`config.mk`:
```
export PLATFORM = sky130hd
export DESIGN_NAME = serial_mag_comp
export DESIGN_NICKNAME = d
export VERILOG_FILES = /design/src/rtl/serial_mag_comp.sv
export SDC_FILE = /design/constraint.sdc
export NUM_CORES = 1
export LEC_CHECK = 0
export BUFFER_PORTS_ARGS = -buffer_cell sky130_fd_sc_hd__buf_2
export CORE_AREA = 2 2 39 41
export DETAILED_ROUTE_END_ITERATION = 6
export DIE_AREA = 0 0 41 43
export GPL_TIMING_DRIVEN = 0
export SYNTH_ARGS = -nofsm -noshare
export SYNTH_HDL_FRONTEND = slang
export SYNTH_SLANG_ARGS = --single-unit
```
`constraint.sdc`:
```
create_clock -name clk -period 1.4 [get_ports clk]
set_input_delay 0.07 -clock clk [delete_from_list [all_inputs] [get_ports clk]]
set_output_delay 0.07 -clock clk [all_outputs]
set_load 0.01 [all_outputs]
```
`src/rtl/serial_mag_comp.sv`:
```
// Bit-serial unsigned magnitude comparator: consumes A/B one bit pair per beat, MSB first,
// and presents a one-hot greater/less/equal result over a valid/ready handshake.
module serial_mag_comp #(
  parameter int WIDTH = 8
) (
  input  logic clk,
  input  logic rst_n,
  input  logic clr,
  input  logic in_valid,
  output logic in_ready,
  input  logic a_bit,
  input  logic b_bit,
  output logic res_valid,
  input  logic res_ready,
  output logic a_g,
  output logic a_l,
  output logic a_e,
  output logic busy
);

  localparam int CNT_W = $clog2(WIDTH);

  typedef enum logic [1:0] {
    IDLE  = 2'd0,
    SHIFT = 2'd1,
    DONE  = 2'd2
  } state_t;

  state_t           state_q, state_d;
  logic [CNT_W-1:0] cnt_p0;
  logic             dec_g_p0, dec_l_p0;
  logic             beat, res_hs, last_bit;

  // {greater, less} contribution of one bit pair; zero when the bits agree.
  function automatic logic [1:0] bit_decide(input logic a, input logic b);
    return {a & ~b, ~a & b};
  endfunction

  assign beat     = in_valid && in_ready;
  assign res_hs   = res_valid && res_ready;
  assign last_bit = (cnt_p0 == CNT_W'(WIDTH - 1));

  always_ff @(posedge clk or negedge rst_n) begin
    if (!rst_n) state_q <= IDLE;
    else        state_q <= state_d;
  end

  always_comb begin
    state_d = state_q;
    if (clr) begin
      state_d = IDLE;
    end else begin
      unique case (state_q)
        IDLE:    if (beat) state_d = SHIFT;
        SHIFT:   if (beat && last_bit) state_d = DONE;
        DONE:    if (res_hs) state_d = IDLE;
        default: state_d = IDLE;
      endcase
    end
  end

  // Stage p0: bit counter and sticky decision; the first differing bit wins.
  always_ff @(posedge clk or negedge rst_n) begin
    if (!rst_n) begin
      cnt_p0   <= '0;
      dec_g_p0 <= 1'b0;
      dec_l_p0 <= 1'b0;
    end else if (clr) begin
      cnt_p0   <= '0;
      dec_g_p0 <= 1'b0;
      dec_l_p0 <= 1'b0;
    end else if (beat) begin
      if (state_q == IDLE) begin
        cnt_p0               <= CNT_W'(1);
        {dec_g_p0, dec_l_p0} <= bit_decide(a_bit, b_bit);
      end else begin
        cnt_p0 <= last_bit ? '0 : cnt_p0 + CNT_W'(1);
        if (!dec_g_p0 && !dec_l_p0)
          {dec_g_p0, dec_l_p0} <= bit_decide(a_bit, b_bit);
      end
    end
  end

  always_comb begin
    in_ready  = (state_q != DONE);
    res_valid = (state_q == DONE);
    busy      = (state_q != IDLE);
    a_g       = res_valid && dec_g_p0;
    a_l       = res_valid && dec_l_p0;
    a_e       = res_valid && !dec_g_p0 && !dec_l_p0;
  end

endmodule

```
== After elaboration in Yosys (flattened, before gate mapping) ==
Index checks and enable logic that the tools add are counted.

* $lt $le $gt $ge: 0
* Add/sub/neg operators: 1
* Muxes and demuxes: 17
* Bitwise logic cells: 4
* Div/mod/pow operators: 0
* $mul: 0
* Eq/ne operators: 7
* Reduce and logical (&&, ||, !) cells: 16
* Shift-type cells: 0

{| class="wikitable"
|+ Operators by type and width
! operator !! number
|-
| two-way mux 3 bit || 4
|-
| logical AND 1 bit || 8
|-
| two-way mux 1 bit || 8
|-
| two-way mux 2 bit || 4
|-
| != test 3 bit (second input constant) || 2
|-
| one-hot mux 2 bit (3 select lines) || 1
|-
| nonzero test 2 bit || 2
|-
| adder 3 x 1 -> 3 bit (second input constant) || 1
|-
| equality test 3 bit (second input constant) || 1
|-
| != test 3 x 2 -> 1 bit (second input constant) || 1
|-
| AND reduction 3 bit || 1
|-
| nonzero test 3 bit || 1
|-
| AND 1 bit || 2
|-
| equality test 2 x 1 -> 1 bit (second input constant) || 1
|-
| equality test 2 bit (second input constant) || 1
|-
| zero test 1 bit || 2
|-
| zero test 2 bit || 1
|-
| != test 2 bit (second input constant) || 1
|-
| NOT 1 bit || 2
|-
| AND reduction 2 bit || 1
|}

* Input port bits: 7
* Bits in latches: 0
* Memory bits (read-only): 0
* Memory bits (writable): 0
* Register bits: 7
* Output and inout bits: 6
* Logic and storage cells: 49
* Memories kept: 0

== Logic depth before layout (Yosys ltp) ==
* Word-level depth: 6
* Depth in mapped cells: 5

== Least setup slack after synthesis ==
OpenSTA, ideal clock, no wires.

* Path kind: register to register
* Start: reg cnt_p0[0]
* End: reg cnt_p0[0]
* Required time: 1.323 ns
* Arrival: 1.106 ns
* Slack: 0.217 ns
* Stages on the path, launching flop included: 6
* Buffers on the path: 0
* Clock period less this slack: 1.183 ns
* Cell sequence: dfrtp_1 -> ha_1 -> ha_1 -> nor3b_1 -> o21ai_0 -> a21oi_1

* Cells in the longest elaborated chain, start to end: 5
* Elaborated cells between the ends (all ways): 6
* Classes of those cells: 1 x add/sub; 1 x eq/ne; 4 x mux

{| class="wikitable"
|+ Ends and longest elaborated chain
! element !! line !! source
|-
| start, declared || 30 || <nowiki>logic [CNT_W-1:0] cnt_p0;</nowiki>
|-
| start signal, assigned || 77 || <nowiki>cnt_p0 <= last_bit ? '0 : cnt_p0 + CNT_W'(1);</nowiki>
|-
| adder 3 x 1 -> 3 bit / equality test 3 bit (equally long branches) || 77, 41 ||
|-
| two-way mux 3 bit * || 77 ||
|-
| two-way mux 3 bit * || 73 || <nowiki>if (state_q == IDLE) begin</nowiki>
|-
| two-way mux 3 bit * || 72 || <nowiki>end else if (beat) begin</nowiki>
|-
| two-way mux 3 bit * || 68 || <nowiki>end else if (clr) begin</nowiki>
|}

Mark *: on every way between the ends. The rest lies on a longest branch, timed or not. The select of a mux whose other input is x is not followed.
A chain may end at the register's enable or synchronous reset.

== Worst setup path in the final report ==
* Start: reg state_q[0]
* End: out a_l

* Cells in the longest elaborated chain, start to end: 2

{| class="wikitable"
|+ Ends and longest elaborated chain
! element !! line !! source
|-
| start, declared || 29 || <nowiki>state_t state_q, state_d;</nowiki>
|-
| start signal, assigned || 45 || <nowiki>else state_q <= state_d;</nowiki>
|-
| equality test 2 bit || 86 || <nowiki>res_valid = (state_q == DONE);</nowiki>
|-
| logical AND 1 bit || 89 || <nowiki>a_l = res_valid && dec_l_p0;</nowiki>
|-
| end, declared || 16 || <nowiki>output logic a_l,</nowiki>
|}

No other way between the ends.

==> summary.txt <==
Outcome = finished, final reports clean
Die extent in y = 43 microns
Post-Synthesis Net Count = 53
Number of endpoints failing setup at the final stage = 0
Antenna diode instance count = 0
Final weighted congestion in routability-driven placement = 0.662
Least setup slack across all paths after layout = 0.0898 ns
Sequential Area = 175 sq um
Leakage power summed over all cells = 0.000276 uW
Hold/Removal Path Class = in2reg
Chip Width = 41 microns
Cts bufs inserted = 3
Type of destination of the critical path = output pin
Buffer depth of the longest clock path = 2
Clock network latency to the later pin of the worst-skew pair = 0.25 ns
Number of nets in the final layout = 70
Data required time of the critical path = 1.33 ns
Total power draw = 469 uW
Setup repair after global routing missed its margin = no
Cell count after placement = 70
Count of yosys warnings during synthesis = 0
Layout cells sized above 1 = 0.333
Critical-path maximum fanout = 9
GRT Residual Overflow = 0
Distinct cells, synth = 19
Via count = 377
Max Slew Vio Count = 0
Clock-pin slew reported for the worst setup and hold paths after clock tree synthesis = 0.06 ns
Area of the multi-input gates = 199 sq um
First-pass GRT wire length = 1570 microns
Fraction of the core area covered by cells at the end of the flow = 0.384
# DRC = 0
Total standard cell area after synthesis = 403 sq um
Final hold vios = 0
Average footprint of a synthesized cell = 9.16 sq um
Setup TNS = 0 ns
Initial antenna violation count = 0
Worst slack at placement = 0.111 ns
Number of max-capacitance violations reported = 0
Standard-cell rows = 14
Number of global-route vias before repair = 335
CTS root buffer = clkbuf_4
Starting density of the core = 0.291
TritonCTS clock tree = done
Layout overhead on the synthesized area = 32.0%
Filler Cells Inserted = 149
Initial drt markers = 11
Power per Cell Area = 881 nW/um^2
Crit Path Category = reg2out
Routed via count divided by cell count = 4.96
IR drop worst, VDD = 0.237 mV
Count of boundary I/O pins = 13
Die area = 1760 sq um
Fin cells = 76
Largest net degree at the start of global routing = 10
Post-synthesis register bit count = 7
HPWL after DPL = 637 microns
Postcts setup bufs = 0
All-Layer GR Usage = 0.139
Final setup skew = 0.00112 ns
Part of the cycle the worst path needs = 0.936
Critical path arrival = 1.24 ns
Worst slew margin = 0.870
WL final = 853 microns
Post-synthesis cell count = 44
# port buffers = 10
Slew @ Worst Pin = 0.195 ns
CTS sink count = 7
Proportion of synthesized chip area in sequential cells = 0.435
First-pass iteration count of the detailed router = 4
Critical Path Source Type = flop
Post-detailed-route wirelength per cell = 11.2 microns
Final period demand of the worst path = 1.31 ns
Deepest level of the CTS H-tree = 1
Number of routed nets with antenna violations = 0
Highest clock frequency the design can meet = 763 MHz
Core region area = 1380 sq um
[metal layers]
| layer | part of all wire | track usage |
|---|---|---|
| met1 | 0.46 | 0.182 |
| met2 | 0.48 | 0.172 |
| met3 | 0.040 | 0.0471 |
| met4 | 0.016 | 0.120 |
| met5 | 0 | 0 |
[sequential cells by signal, indices dropped and copies added, names as in the netlist]
name / cells
cnt_p0: 3
state_q: 2
dec_g_p0: 1
dec_l_p0: 1
[logic make-up after synthesis]
logic type | count (synthesis) | share of synthesized area
fa+ha+maj | 2 | 0.0621
compound gates | 12 | 0.189
buf+inv | 6 | 0.0963
simple gates | 17 | 0.217
flops | 7 | 0.435
[report_power, final]
part           internal (uW)  switching, uW  total [uW]
Sequential               210           5.69         216
Combinational           30.7           31.9        62.6
Clock                    109           81.1         190
[final timing paths]
path | startpoint | to | slack, ns | depth (start not counted)
max | state_q[0] | a_l | 0.09 | 5
min | b_bit | dec_l_p0 | 0.08 | 3
max reg2reg | cnt_p0[0] | cnt_p0[0] | 0.11 | 5
min reg2reg | dec_l_p0 | dec_l_p0 | 0.53 | 1
max in group asynchronous | rst_n | dec_l_p0 | 1.07 | 2
min in group asynchronous | rst_n | cnt_p0[0] | 0.18 | 2
[cells in the final DEF (no fill, tap or decap), drive strengths merged, types with 3 or more instances in the layout]
cell and count:
clkbuf 4, a21oi 5, nor2 5, inv 3
o21ai 3, buf 13, nand3 4, dfrtp 7
[stage by stage]
| step | cell area, sq um | hold slack [ns] |
|---|---|---|
| after floorplan | 403 | -0.226 |
| after global placement | 473 | -0.0849 |
| after detailed placement | 473 | -0.0833 |
| after CTS | 527 | 0.0784 |
| after global routing | 532 | 0.0877 |
| final | 532 | 0.0812 |
[critical path: stages, from the launching register on]
cell and delay, ns:
dfrtp_1 0.36, buf_4 0.16, nand2b_4 0.16, inv_2 0.08
and2_1 0.11, buf_2 0.12
[synth_stat cells, drive strengths merged]
cell type,count,share of area
a21oi,5,0.062
and2,2,0.031
buf,3,0.068
dfrtp,7,0.43
ha,2,0.062
inv,3,0.028
nand2,2,0.019
nand2b,1,0.016
nand3,4,0.050
nor2,5,0.047
nor3,1,0.012
nor3b,1,0.019
o211a,1,0.025
o21ai,3,0.037
o22a,1,0.022
o2bb2ai,2,0.043
or4b,1,0.025
[area by class of cell]
| cell class | instances | area share |
|---|---|---|
| Timing Repair Buffer | 12 | 0.132 |
| Multi-Input combinational cell | 31 | 0.374 |
| Inverter | 3 | 0.0212 |
| Tap cell | 16 | 0.0376 |
| Buffer | 3 | 0.0565 |
| Sequential cell | 7 | 0.329 |
| Clock buffer | 4 | 0.0494 |
[timing repair]
| action | CTS | global route |
|---|---|---|
| setup endpoints to repair | 2 | 3 |
| pin swaps | 0 | 0 |
| gates resized for setup | 2 | 3 |
| hold buffers | 2 | 0 |
| hold endpoints to repair | 11 | 0 |
Note: power is estimated with default switching activity, not from simulation.
